### config.mk
export PLATFORM = sky130hd
export DESIGN_NAME = mem_access_arbiter
export DESIGN_NICKNAME = d
export VERILOG_FILES = /design/src/rtl/xm23_pkg.sv /design/src/rtl/mem_rr_pick.sv /design/src/rtl/mem_access_arbiter.sv
export SDC_FILE = /design/constraint.sdc
export NUM_CORES = 1
export LEC_CHECK = 0
export CORE_AREA = 2 2 71 90
export CTS_CLUSTER_DIAMETER = 100
export DETAILED_ROUTE_END_ITERATION = 10
export DIE_AREA = 0 0 73 92
export DONT_BUFFER_PORTS = 1
export PLACE_DENSITY = 0.76
export SLEW_MARGIN = 20
export SYNTH_ARGS = -nofsm -noshare
export SYNTH_HDL_FRONTEND = slang
export SYNTH_SLANG_ARGS = --single-unit
### constraint.sdc
create_clock -name Clock -period 1.45 [get_ports Clock]
set_input_delay 0.2175 -clock Clock [delete_from_list [all_inputs] [get_ports Clock]]
set_output_delay 0.2175 -clock Clock [all_outputs]
set_load 0.02 [all_outputs]
### src/rtl/xm23_pkg.sv
// xm23_pkg
// Shared definitions for the memory access arbiter:
//   state_t        - arbiter FSM states
//   grant_t        - requester grant codes (GNT_NONE/FETCH/DATA/DEBUG)
//   WAIT_MIN/MAX   - legal range of the memory read latency parameter
//   is_misaligned  - word access with odd byte address
package xm23_pkg;

  typedef enum logic [1:0] {
    ST_IDLE   = 2'd0,
    ST_ACCESS = 2'd1,
    ST_RESP   = 2'd2
  } state_t;

  typedef logic [1:0] grant_t;

  localparam grant_t GNT_NONE  = 2'd0;
  localparam grant_t GNT_FETCH = 2'd1;
  localparam grant_t GNT_DATA  = 2'd2;
  localparam grant_t GNT_DEBUG = 2'd3;

  localparam int WAIT_MIN = 1;
  localparam int WAIT_MAX = 4;

  function automatic logic is_misaligned(input logic byte_acc, input logic [15:0] addr);
    return !byte_acc && addr[0];
  endfunction

endpackage

### src/rtl/mem_rr_pick.sv
// mem_rr_pick
// Combinational winner selection for the memory arbiter.
// Ports:
//   f_req, d_req, g_req - fetch, data and debug requests
//   rr_ptr              - round-robin pointer (0 favours fetch, 1 favours data)
//   pick                - grant code of the winner, GNT_NONE if no request
module mem_rr_pick
  import xm23_pkg::*;
(
  input  logic   f_req,
  input  logic   d_req,
  input  logic   g_req,
  input  logic   rr_ptr,
  output grant_t pick
);

  // Fetch and data share the round-robin; debug only wins when both are quiet.
  always_comb begin
    pick = GNT_NONE;
    if (f_req && d_req) begin
      pick = rr_ptr ? GNT_DATA : GNT_FETCH;
    end else if (f_req) begin
      pick = GNT_FETCH;
    end else if (d_req) begin
      pick = GNT_DATA;
    end else if (g_req) begin
      pick = GNT_DEBUG;
    end
  end

endmodule

### src/rtl/mem_access_arbiter.sv
// mem_access_arbiter
// Three-requester arbiter (instruction fetch, load/store data, debug viewer)
// in front of a single-port 16-bit memory with WAIT_CYCLES read latency.
// Ports:
//   Clock, Reset_n                      - clock, async active-low reset
//   f_req/f_addr/f_ack                  - fetch requester (word reads)
//   d_req/d_we/d_byte/d_addr/d_wdata/d_ack - data requester
//   g_req/g_addr/g_ack                  - debug requester (word reads)
//   rdata, err                          - response, valid with the ack
//   grant                               - current winner from ACCESS through RESP
//   mem_addr/mem_wdata/mem_we/mem_byte/mem_rdata - memory side
module mem_access_arbiter
  import xm23_pkg::*;
#(
  parameter int WAIT_CYCLES = 1
) (
  input  logic        Clock,
  input  logic        Reset_n,
  input  logic        f_req,
  input  logic [15:0] f_addr,
  output logic        f_ack,
  input  logic        d_req,
  input  logic        d_we,
  input  logic        d_byte,
  input  logic [15:0] d_addr,
  input  logic [15:0] d_wdata,
  output logic        d_ack,
  input  logic        g_req,
  input  logic [15:0] g_addr,
  output logic        g_ack,
  output logic [15:0] rdata,
  output logic        err,
  output grant_t      grant,
  output logic [15:0] mem_addr,
  output logic [15:0] mem_wdata,
  output logic        mem_we,
  output logic        mem_byte,
  input  logic [15:0] mem_rdata
);

  // Out-of-range parameter values are clamped into the legal latency window.
  localparam int WAIT_EFF = (WAIT_CYCLES < WAIT_MIN) ? WAIT_MIN :
                            (WAIT_CYCLES > WAIT_MAX) ? WAIT_MAX : WAIT_CYCLES;
  localparam logic [1:0] LAST_CNT = 2'(WAIT_EFF - 1);

  state_t      state, state_next;
  logic [1:0]  cnt;
  logic        rr_ptr;
  grant_t      pick;
  grant_t      cur_gnt;
  logic [15:0] cur_addr;
  logic [15:0] cur_wdata;
  logic        cur_we;
  logic        cur_byte;
  logic        cur_err;
  logic [15:0] cap_rdata;

  logic [15:0] sel_addr;
  logic [15:0] sel_wdata;
  logic        sel_we;
  logic        sel_byte;
  logic        sel_bad;

  mem_rr_pick u_pick (
    .f_req  (f_req),
    .d_req  (d_req),
    .g_req  (g_req),
    .rr_ptr (rr_ptr),
    .pick   (pick)
  );

  // Route the winner's request fields; byte stores replicate the low byte.
  always_comb begin
    sel_addr  = 16'h0000;
    sel_wdata = 16'h0000;
    sel_we    = 1'b0;
    sel_byte  = 1'b0;
    case (pick)
      GNT_FETCH: sel_addr = f_addr;
      GNT_DATA: begin
        sel_addr  = d_addr;
        sel_we    = d_we;
        sel_byte  = d_byte;
        sel_wdata = d_byte ? {d_wdata[7:0], d_wdata[7:0]} : d_wdata;
      end
      GNT_DEBUG: sel_addr = g_addr;
      default: sel_addr = 16'h0000;
    endcase
    sel_bad = is_misaligned(sel_byte, sel_addr);
  end

  // Misaligned word accesses go straight to RESP so memory is never touched.
  always_comb begin
    state_next = state;
    case (state)
      ST_IDLE: begin
        if (pick != GNT_NONE) begin
          state_next = sel_bad ? ST_RESP : ST_ACCESS;
        end
      end
      ST_ACCESS: begin
        if (cnt == LAST_CNT) begin
          state_next = ST_RESP;
        end
      end
      ST_RESP: state_next = ST_IDLE;
      default: state_next = ST_IDLE;
    endcase
  end

  // The request is latched at the IDLE exit so later input changes are ignored.
  // Word addresses are stored with bit 0 cleared; byte addresses keep it for lane select.
  always_ff @(posedge Clock or negedge Reset_n) begin
    if (!Reset_n) begin
      state     <= ST_IDLE;
      cnt       <= 2'd0;
      rr_ptr    <= 1'b0;
      cur_gnt   <= GNT_NONE;
      cur_addr  <= 16'h0000;
      cur_wdata <= 16'h0000;
      cur_we    <= 1'b0;
      cur_byte  <= 1'b0;
      cur_err   <= 1'b0;
      cap_rdata <= 16'h0000;
    end else begin
      state <= state_next;
      if (state == ST_IDLE && pick != GNT_NONE) begin
        cur_gnt   <= pick;
        cur_addr  <= sel_byte ? sel_addr : {sel_addr[15:1], 1'b0};
        cur_wdata <= sel_wdata;
        cur_we    <= sel_we;
        cur_byte  <= sel_byte;
        cur_err   <= sel_bad;
        cnt       <= 2'd0;
        if (pick != GNT_DEBUG) begin
          rr_ptr <= ~rr_ptr;
        end
      end
      if (state == ST_ACCESS) begin
        cnt <= cnt + 2'd1;
        if (cnt == LAST_CNT) begin
          if (cur_we) begin
            cap_rdata <= 16'h0000;
          end else if (cur_byte) begin
            cap_rdata <= cur_addr[0] ? {8'h00, mem_rdata[15:8]} : {8'h00, mem_rdata[7:0]};
          end else begin
            cap_rdata <= mem_rdata;
          end
        end
      end
    end
  end

  // All outputs decode from registered state, so reset clears them immediately.
  always_comb begin
    grant     = GNT_NONE;
    f_ack     = 1'b0;
    d_ack     = 1'b0;
    g_ack     = 1'b0;
    rdata     = 16'h0000;
    err       = 1'b0;
    mem_addr  = 16'h0000;
    mem_wdata = 16'h0000;
    mem_we    = 1'b0;
    mem_byte  = 1'b0;
    case (state)
      ST_ACCESS: begin
        grant     = cur_gnt;
        mem_addr  = cur_addr;
        mem_wdata = cur_wdata;
        mem_byte  = cur_byte;
        mem_we    = cur_we && (cnt == 2'd0);
      end
      ST_RESP: begin
        grant = cur_gnt;
        err   = cur_err;
        rdata = cur_err ? 16'h0000 : cap_rdata;
        f_ack = (cur_gnt == GNT_FETCH);
        d_ack = (cur_gnt == GNT_DATA);
        g_ack = (cur_gnt == GNT_DEBUG);
      end
      default: grant = GNT_NONE;
    endcase
  end

endmodule
After elaboration in Yosys (flattened, before gate mapping)
Index checks and enable logic that the tools add are counted.
{"block": "classes", "n_addsub": 1, "n_eq_ne": 11, "muxes": 31, "bitwise": 1, "n_reduce_logical": 13}
{"cell": "$mux 16", "count": 8}
{"cell": "$pmux 16 s3", "count": 1}
{"cell": "$mux 2", "count": 11}
{"cell": "$eq 2x2->1 const B", "count": 5}
{"cell": "$mux 1", "count": 9}
{"cell": "$mux 8", "count": 1}
{"cell": "$eq 2x1->1 const B", "count": 3}
{"cell": "$reduce_and 2->1", "count": 3}
{"cell": "$logic_and 1x1->1", "count": 4}
{"cell": "$logic_not 2->1", "count": 2}
{"cell": "$ne 2x2->1 const B", "count": 2}
{"cell": "$pmux 2 s2", "count": 1}
{"cell": "$reduce_bool 2->1", "count": 2}
{"cell": "$add 2x1->2 const B", "count": 1}
{"cell": "$ne 2x1->1 const B", "count": 1}
{"cell": "$reduce_or 2->1", "count": 1}
{"cell": "$logic_not 1->1", "count": 1}
{"cell": "$not 1->1", "count": 1}
{"block": "word_totals", "register_bits": 58, "word_cells": 67}

Logic depth before layout (Yosys ltp)
Gate-level depths: netlist of run 1.
{"block": "logic_depth", "depth_word": 11, "depth_mapped": 7}

Cells and area by module
Synthesis of run 1 repeated with hierarchy kept, for this count alone.
{"block": "hier_totals", "cells_unflattened": 338, "hier_area_um2": 3260.6}
{"mod": "mem_access_arbiter", "n_inst": 1, "cells_each": 333, "area_per_inst_um2": 3235.6}
{"mod": "mem_rr_pick", "n_inst": 1, "cells_each": 5, "area_per_inst_um2": 25.0}

Least setup slack after synthesis of run 1
Ideal clock, no wire load.
{"block": "synth_path", "kind": "register -> output", "startpoint": "register state[0]", "endpoint": "output port rdata[10]", "arrival_time_ns": 1.387, "required_time_ns": 1.233, "setup_slack_ns": -0.154, "stages_incl_launch_ff": 6, "path_cell_list": "dfrtp_1 > inv_1 > ha_1 > nor2b_1 > clkbuf_1 > and2_1"}
{"block": "synth_via", "elab_chain_cells": 2}
{"element": "start, declared", "line": "mem_access_arbiter.sv:46", "text": "state_t state, state_next;"}
{"element": "start signal, assigned", "line": "mem_access_arbiter.sv:126", "text": "state <= state_next;"}
{"element": "$eq 2x2->1", "line": "mem_access_arbiter.sv:166", "text": "case (state)"}
{"element": "$mux 16", "line": "mem_access_arbiter.sv:166"}
{"element": "end, declared", "line": "mem_access_arbiter.sv:31", "text": "output logic [15:0] rdata,"}
No other way between the ends.

Final worst setup path of run 1
{"block": "layout_path", "startpoint": "register state[1]", "endpoint": "output port mem_addr[4]"}
{"block": "layout_via", "elab_chain_cells": 2}
{"element": "$eq 2x1->1", "line": "mem_access_arbiter.sv:166"}
{"element": "$mux 16", "line": "mem_access_arbiter.sv:166"}
{"element": "end, declared", "line": "mem_access_arbiter.sv:34", "text": "output logic [15:0] mem_addr,"}
No other way between the ends.

==> results of run 1 <==
-- stage by stage --
stage | hold slack (ps) | setup WS (ps) | instance area, um2 | total power, mW | utilization
after CTS | -440 | -233 | 3580 | 7.66 | 0.601
final | -420 | -219 | 3600 | 7.64 | 0.603
after detailed placement | -76.0 | -34.8 | 3240 | 5.81 | 0.544
after global routing | -445 | -284 | 3600 | 8.19 | 0.603
after floorplan | -78.1 | 5.93 | 3160 | 5.10 | -
after global placement | -76.4 | 39.9 | 3240 | 5.67 | 0.544
-- critical path, cell delays in order, from the launching register on --
cell     delay, ps
dfrtp_1        390
inv_1           80
ha_2           250
buf_6          180
and2_2         230
-- path summary, 6_finish.rpt --
check / slack [ps] / startpoint / endpoint / depth (start not counted)
worst min register to register: 480 / cur_addr[7] / cur_addr[7] / 2
min in group Clock: 20 / d_wdata[1] / cur_wdata[1] / 2
worst max register to register: 0 / state[1] / cap_rdata[3] / 5
worst min-delay path: -420 / Reset_n / cap_rdata[4] / 0
worst max-delay path: -220 / state[1] / mem_addr[4] / 4
max in group asynchronous: 1770 / Reset_n / cur_addr[15] / 0
-- layer usage --
layer  GRT usage  up-vias  wire, um
met1       0.255     1175      2990
met4      0.0910        0       109
met5           0        -         0
met2       0.394      107      3930
li1            -     1174         -
met3      0.0538       10       496
-- timing repair --
item	in CTS	in global routing
resized for setup	64	2
gates cloned	1	1
endpoints found under the setup margin	69	85
endpoints found under the hold margin	59	58
setup buffers	1	0
pin swaps	9	1
-- synth_stat cells, types with 2 or more instances --
cell type,n
nor3_1,2
buf_6,2
clkbuf_1,8
mux2i_1,17
nor2_1,6
a22o_1,9
buf_4,5
and2_1,52
dfrtp_1,58
nand2_1,65
a222oi_1,14
nor2b_1,3
ha_1,4
and3_1,2
clkbuf_2,2
o21ai_0,39
a21oi_1,5
inv_1,5
buf_2,4
o31ai_1,10
-- where the power goes --
part	total [mW]	leakage (nW)	switching [mW]	internal [mW]
Clock	1.52	0.0986	0.636	0.885
Combinational	3.28	0.809	1.90	1.38
Sequential	2.84	0.741	0.479	2.36
-- cell type report --
type / instances / area, um2
fill: 526 / 2370
sequential: 58 / 1450
clock inverter: 4 / 50.0
tap: 68 / 85.1
clock buffer: 12 / 155
inverter: 6 / 22.5
timing repair buffer: 16 / 168
multi-input combinational: 246 / 1660
-- kinds of logic (layout without fill, tap and decap cells) --
family / after synthesis / count (layout) / share of synthesized area
XOR/XNOR: 1 / 1 / 0.00281
multiplexers: 17 / 17 / 0.0545
buffers and inverters: 29 / 38 / 0.0517
flip-flops: 58 / 58 / 0.465
adder cells (fa/ha/maj): 4 / 4 / 0.0160
AND/OR/NAND/NOR: 137 / 138 / 0.224
AO/OA/AOI/OAI: 85 / 86 / 0.186
-- state kept, by name, indices dropped and copies added, names as in the netlist --
name,flops
cap_rdata,16
cur_wdata,16
cur_byte,1
rr_ptr,1
state,2
cnt,2
cur_we,1
cur_gnt,2
cur_addr,16
cur_err,1
==> results.toml, run 1 <==
[yosys]
synth_top_area_frac = 0.465
synth_fp_nets = 422
synth_edf_count = 0
synth_area_um2 = 3120
ys_ff_latch = 58
syn_avg_cell_area_um2 = 9.43
synthTopCellsByArea = "dfrtp_1 47%, and2_1 10%, nand2_1 7.8%"
yosysTopAreaCell = "dfrtp_1"
synth-seq-area-share = 0.465
yosysWarningCount = 0
synthFlopType = "dfrtp_1"
synthDistinctLibCells = 39
ys_async_sr_fraction = 1.00
syn_inst = 331

[die]
die-area_um2 = 6720
dieWidth_um = 73
rows = 32
chipHeight_um = 92
boundaryPins = 143
initial_core_util = 0.523
placeableCoreArea_um2 = 5970

[layout]
drive_gt1_frac = 0.295
num-nets-final = 428
final_common_cell = "nand2_1"
mostFrequentLayoutCells = "64 x nand2_1, 57 x dfrtp_1, 38 x o21ai_0"
n_antenna_cell = 0
area_growth_pct = 15.2
final_cells = 410

[outcome]
violations = "negative hold slack, negative setup slack"
status = "complete, but fails checks"

[sta]
worstMarginPinSlew_ps = 808
fin_ws_ps = -219
finalMaxSlewViolations = 0
fin_setup_tns_ps = -10610
holdWs_ps = -420
clock.fmax_mhz = 599
period_share = 1.15
hold_violations = 58
setup_viol = 57
rsz0062_at_grt = "yes"
fin_skew_ps = 8.48
finalCriticalPeriod_ps = 1670
slew_headroom = 0.459

[power_and_ir_drop]
cellPowerDensity_nw_per_um2 = 2120
ir_worst_vdd_v = 0.000954
p_leak_nw = 1.65

[detailed_routing]
drtIter0Drc = 184
antenna_left = 0
drc_errors = 0
vias = 2466
firstDrtPassIters = 5
via_per_inst = 6.01
routedWlPerCell_um = 18.3
drt-total-wl_um = 7520

[clock_tree]
clockBufferDepth = 2
clock-sinks = 58
h-tree-depth = 3
cts-root-buf = "clkbuf_8"
hold_buffers = 1
numCtsBuffers = 9
insertion_delay_ps = 330
clk_pin_slew_ps = 60
cts_tree = "yes"

[setup_path]
critPathKind = "reg -> out"
critPathCaptureType = "output port"
crit_required_ps = 1230
worst_ep_arrival_time_ps = 1450
startpoint_type = "register"
worstPathMaxFanout = 15

[global_route]
grt_antenna_before_repair = 0
grt_pass1_vias = 2489
grt_overflow = 0
grt_use_total = 0.225
grt_pass1_wl_um = 11600
grt_max_degree = 59

[placed_design]
dp.cells = 390
io_buffers = 0
dp_hpwl_um = 5160
gp_congestion = 0.801

[worst_hold_path]
min_path_type = "in -> async"

[flow_run]
drv_cap = 0
No activity file was read; power rests on OpenSTA's default activity.
==> inputs of run 2 (changes only) <==
--- a/config.mk
+++ b/config.mk
@@ -5,12 +5,14 @@
 export SDC_FILE = /design/constraint.sdc
 export NUM_CORES = 1
 export LEC_CHECK = 0
-export CORE_AREA = 2 2 71 90
+export CELL_PAD_IN_SITES_DETAIL_PLACEMENT = 1
+export CELL_PAD_IN_SITES_GLOBAL_PLACEMENT = 2
+export CORE_AREA = 2 2 92 116
 export CTS_CLUSTER_DIAMETER = 100
 export DETAILED_ROUTE_END_ITERATION = 10
-export DIE_AREA = 0 0 73 92
+export DIE_AREA = 0 0 94 118
 export DONT_BUFFER_PORTS = 1
-export PLACE_DENSITY = 0.76
+export PLACE_DENSITY = 0.78
 export SLEW_MARGIN = 20
 export SYNTH_ARGS = -nofsm -noshare
 export SYNTH_HDL_FRONTEND = slang
==> run 2 against run 1 <==
  * The flow still finishes with violations (negative hold slack, negative setup slack)
  * Combinational power up 12%
  * Sequential power up 2%
  * Die area up 65%
  * Clock skew down 1.9 ps
  * Setup slack worse by 5.6 ps
  * Sequential share of layout area down 3.4 points
  * Wire length up 19%
  * First-iteration DRC count down 47%
  * Core utilization down 21 points
  * Total power up 17%
  * Maximum frequency down 0.33%
  * Largest cell class unchanged
  * Largest power group unchanged
==> results.toml, run 2 (synthesis gave the netlist of run 1 again) <==
[outcome]
status = "complete, but fails checks"
violations = "negative hold slack, negative setup slack"

[clock_tree]
clockBufferDepth = 2
cts_tree = "yes"
h-tree-depth = 3
cts-root-buf = "clkbuf_16"
clk_pin_slew_ps = 50
clock-sinks = 58
numCtsBuffers = 9
insertion_delay_ps = 320

[global_route]
grt_max_degree = 59
grt_antenna_before_repair = 0
grt_pass1_wl_um = 13900
use_met3 = 0.0538
grt_pass1_vias = 2654
grt_use_met2 = 0.282
grt.busiest_layer = "met2"
grt_use_total = 0.162
grt_overflow = 0
gr-usage-met1 = 0.186

[layout]
final_cells = 476
area_growth_pct = 25.7
num-nets-final = 433
mostFrequentLayoutCells = "63 x nand2_1, 58 x dfrtp_1, 52 x and2_4"
postLayoutCoreUtil = 0.392
final_common_cell = "nand2_1"
design_area_um2 = 3920
n_antenna_cell = 0
top_regs = "cap_rdata x16, cur_addr x16, cur_wdata x16"
drive_gt1_frac = 0.317

[power_and_ir_drop]
cellPowerDensity_nw_per_um2 = 2280
finalPower_mw = 8.94
p_leak_nw = 1.78
ir_worst_vdd_v = 0.000719

[placed_design]
dp_hpwl_um = 6370
dp.cells = 454
io_buffers = 0
dpl_cell_area_um2 = 3330
gp_congestion = 0.723

[die]
rows = 41
chipHeight_um = 118
dieWidth_um = 94
boundaryPins = 143
initial_core_util = 0.312
placeableCoreArea_um2 = 10000
die-area_um2 = 11100

[setup_path]
reg2reg_depth = 5
reg2reg_to = "cur_wdata[13]"
startpoint_type = "register"
reg2reg_setup_slack_ps = -90
reg2reg_from = "state[1]"
critPathKind = "reg -> out"
worst_ep_arrival_time_ps = 1460
critPathCaptureType = "output port"
worstPathMaxFanout = 8
crit_required_ps = 1230

[sta]
setup_viol = 70
slew_headroom = 0.487
rsz0062_at_grt = "yes"
clock.fmax_mhz = 597
finalMaxSlewViolations = 0
hold_violations = 58
fin_setup_tns_ps = -9920
fin_skew_ps = 6.62
fin_ws_ps = -224
period_share = 1.15
finalCriticalPeriod_ps = 1670
holdWs_ps = -416
worstMarginPinSlew_ps = 767

[detailed_routing]
drt-total-wl_um = 8960
drc_errors = 0
antenna_left = 0
routedWlPerCell_um = 18.8
drtIter0Drc = 97
via_per_inst = 5.23
firstDrtPassIters = 4
vias = 2488

[flow_run]
drv_cap = 0

[worst_hold_path]
min_path_type = "in -> async"
[run 2: changes by cell type in the layout (fill, tap and decap cells not counted), sizes merged]
cell,change
bufinv,+2
clkbuf,-2
o21a,-1
clkinvlp,-2
buf,+7
dlygate4sd3,-1
clkinv,+2
[run 2: area by class of cell]
type | count | area [um2]
Clock inverter | 6 | 105
Clock buffer | 10 | 229
Fill cell | 1103 | 6080
Sequential cell | 58 | 1450
Inverter | 6 | 22.5
Timing Repair Buffer | 22 | 221
Tap cell | 129 | 161
Multi-Input combinational cell | 245 | 1730
[run 2: worst max path at each step]
stage,slack (ps),startpoint,endpoint,cells after the start
after floorplan,6,state[0],cur_wdata[10],6
final,-220,state[0],rdata[7],4
after global routing,-260,state[0],rdata[7],4
after global placement,20,state[0],rdata[15],4
after CTS,-250,state[1],mem_we,4
after detailed placement,-50,f_req,cur_addr[4],3
[run 2: repair_timing]
| action | in CTS | in global routing |
|---|---|---|
| setup buffers | 1 | 4 |
| cloned | 1 | 0 |
| resized for setup | 68 | 48 |
| pin swaps | 9 | 9 |
| endpoints found under the hold margin | 58 | 58 |
| endpoints found under the setup margin | 75 | 110 |
[run 2: stage by stage]
stage / hold slack [ps] / setup WS, ps
global route: -431 / -264
global placement: -76.7 / 17.9
CTS: -427 / -252
detailed placement: -76.5 / -49.7
finish: -416 / -224
floorplan: -78.1 / 5.93
[run 2: power breakdown]
group          internal, mW  switching [mW]
Combinational          1.61            2.05
Clock                  1.67           0.723
Sequential             2.36           0.525
Total                  5.64            3.30
[run 2: metal layers]
| metal | up-vias | part of all wire |
|---|---|---|
| met2 | 111 | 0.52 |
| met3 | 11 | 0.082 |
| met1 | 1189 | 0.39 |
| li1 | 1177 | - |
| met5 | - | 0 |
| met4 | 0 | 0.014 |
[run 2: worst max-delay path: stages (launching register included)]
cell	delay, ps
dfrtp_1	400
inv_2	100
ha_4	150
nor2b_4	260
and2_4	220
==> inputs of run 3 (changes only) <==
--- a/config.mk
+++ b/config.mk
@@ -7,12 +7,11 @@
 export LEC_CHECK = 0
 export CELL_PAD_IN_SITES_DETAIL_PLACEMENT = 1
 export CELL_PAD_IN_SITES_GLOBAL_PLACEMENT = 2
-export CORE_AREA = 2 2 92 116
+export CORE_AREA = 2 2 113 142
 export CTS_CLUSTER_DIAMETER = 100
 export DETAILED_ROUTE_END_ITERATION = 10
-export DIE_AREA = 0 0 94 118
-export DONT_BUFFER_PORTS = 1
-export PLACE_DENSITY = 0.78
+export DIE_AREA = 0 0 115 144
+export PLACE_DENSITY = 0.79
 export SLEW_MARGIN = 20
 export SYNTH_ARGS = -nofsm -noshare
 export SYNTH_HDL_FRONTEND = slang
==> run 3 against run 2 <==
  * Clock power is 4% higher
  * Register-to-register slack worse by 170 ps
  * The run ends with negative setup slack left
  * Combinational power rose by 70%
  * Worst hold slack better by 840 ps
  * Total power rose by 29%
  * Highest routed layer unchanged
  * Sequential share of layout area shrank 13 points
  * Largest power group unchanged
  * Final cell count increased by 49%
==> results.toml, run 3 (synthesis gave the netlist of run 1 again) <==
[sta]
rsz0062_at_grt = "yes"
worstMarginPinSlew_ps = 308
fin_skew_ps = 6.36
period_share = 1.22
slew_headroom = 0.789
fin_ws_ps = -320
holdWs_ps = 419
setup_viol = 79
clock.fmax_mhz = 565
finalMaxSlewViolations = 0
hold_violations = 0
finalCriticalPeriod_ps = 1770

[setup_path]
startpoint_type = "register"
reg2reg_setup_slack_ps = -260
critPathCaptureType = "output port"
crit_required_ps = 1230
reg2reg_to = "cap_rdata[14]"
worst_ep_arrival_time_ps = 1550
critPathKind = "reg -> out"
reg2reg_from = "state[1]"
reg2reg_depth = 9
worstPathMaxFanout = 10

[global_route]
grt_pass1_vias = 3438
grt.busiest_layer = "met2"
grt_antenna_before_repair = 0
gr-usage-met1 = 0.145
grt_use_total = 0.132
grt_use_met2 = 0.243
use_met3 = 0.0478
grt_max_degree = 59
grt_pass1_wl_um = 17200
grt_overflow = 0

[detailed_routing]
drtIter0Drc = 131
via_per_inst = 4.58
drc_errors = 0
antenna_left = 0
drt-total-wl_um = 12300
routedWlPerCell_um = 17.3
firstDrtPassIters = 5
vias = 3242

[clock_tree]
numCtsBuffers = 9
cts_tree = "yes"
clk_pin_slew_ps = 50
cts-root-buf = "clkbuf_16"
clock-sinks = 58
h-tree-depth = 3
clockBufferDepth = 2
insertion_delay_ps = 320

[power_and_ir_drop]
p_leak_nw = 2.74
cellPowerDensity_nw_per_um2 = 1900
ir_worst_vdd_v = 0.000695

[outcome]
status = "complete, but fails checks"
violations = "negative setup slack"

[worst_hold_path]
holdPathStages = 4
hold_end = "cur_gnt[0]"
min_from = "g_req"
min_path_type = "in -> reg"

[flow_run]
drv_cap = 0

[layout]
num-nets-final = 609
postLayoutCoreUtil = 0.398
multi_input_area_um2 = 1920
top_regs = "cap_rdata x16, cur_addr x16, cur_wdata x16"
final_common_cell = "clkdlybuf4s50_1"
area_growth_pct = 95.2
n_antenna_cell = 0
drive_gt1_frac = 0.421
mostFrequentLayoutCells = "82 x clkdlybuf4s50_1, 59 x nand2_1, 57 x dfrtp_1, 57 x buf_6, 36 x buf_4"
design_area_um2 = 6090
fillCellCount = 1678
seq_area_um2 = 1450

[die]
placeableCoreArea_um2 = 15300
chipHeight_um = 144
initial_core_util = 0.204
dieWidth_um = 115
die-area_um2 = 16600
boundaryPins = 143
rows = 51

[placed_design]
dpl_cell_area_um2 = 5020
io_buffers = 142
dp_hpwl_um = 7970
gp_congestion = 0.738
## run 3: changes by cell type in the layout (fill, tap and decap cells not counted), moves of 7 or more
cell | previous run | this run
buf_12 | 3 | 10
clkdlybuf4s50_1 | 0 | 82
o21ai_0 | 34 | 23
o31ai_4 | 0 | 9
and2_4 | 52 | 25
buf_4 | 15 | 36
and2_2 | 0 | 18
o21ai_2 | 1 | 8
and2_1 | 0 | 9
o31ai_1 | 10 | 1
buf_6 | 3 | 57
## run 3: metrics by stage
stage	worst slack, ps	std cells	setup TNS (ps)	total power, mW
after detailed placement	-651	671	-41530	7.12
after CTS	-319	693	-16440	10.1
after floorplan	5.93	331	0	5.10
final	-320	708	-18000	11.6
after global routing	-380	708	-24130	12.3
after global placement	-559	671	-38850	6.95
## run 3: routing by layer
metal | part of all wire | up-vias | wire [um]
li1 | - | 1538 | -
met3 | 0.062 | 7 | 763
met1 | 0.37 | 1588 | 4550
met4 | 0.0055 | 0 | 67
met2 | 0.56 | 109 | 6900
met5 | 0 | - | 0
## run 3: critical path, cell delays in order (launching register included)
cell and delay [ps]:
dfrtp_1 400, buf_4 150, ha_4 200, buf_8 150, and2_2 170, buf_4 150
## run 3: layout make-up
cell class	instances	share of cell area
clock buffers	11	0.0415
clock inverters	5	0.0164
inverters	6	0.00370
multi-input cells	246	0.315
flip-flops and latches	58	0.238
well taps	185	0.0380
repair buffers	197	0.347
## run 3: repair_timing
item / 4_1_cts / 5_1_grt
hold endpoints to repair: 58 / 0
hold buffers: 1 / 0
setup buffers: 4 / 8
endpoints found under the setup margin: 90 / 110
resized for setup: 338 / 104
pin swaps: 3 / 20
gates cloned: 1 / 10
## run 3: worst max path at each step
stage	start	end	slack, ps	cells past startpoint
2_1_floorplan	state[0]	cur_wdata[10]	6	6
3_3_place_gp	f_req	cur_addr[14]	-560	4
3_5_place_dp	f_req	cur_addr[14]	-650	4
4_1_cts	state[0]	rdata[4]	-320	6
5_1_grt	state[0]	mem_addr[1]	-380	5
6_report	state[0]	mem_addr[2]	-320	5
## run 3: report_power, final
part / leakage, nW / total [mW] / switching [mW] / internal, mW
Sequential: 0.741 / 2.86 / 0.491 / 2.36
Clock: 0.176 / 2.49 / 0.729 / 1.76
Combinational: 1.83 / 6.21 / 2.95 / 3.27
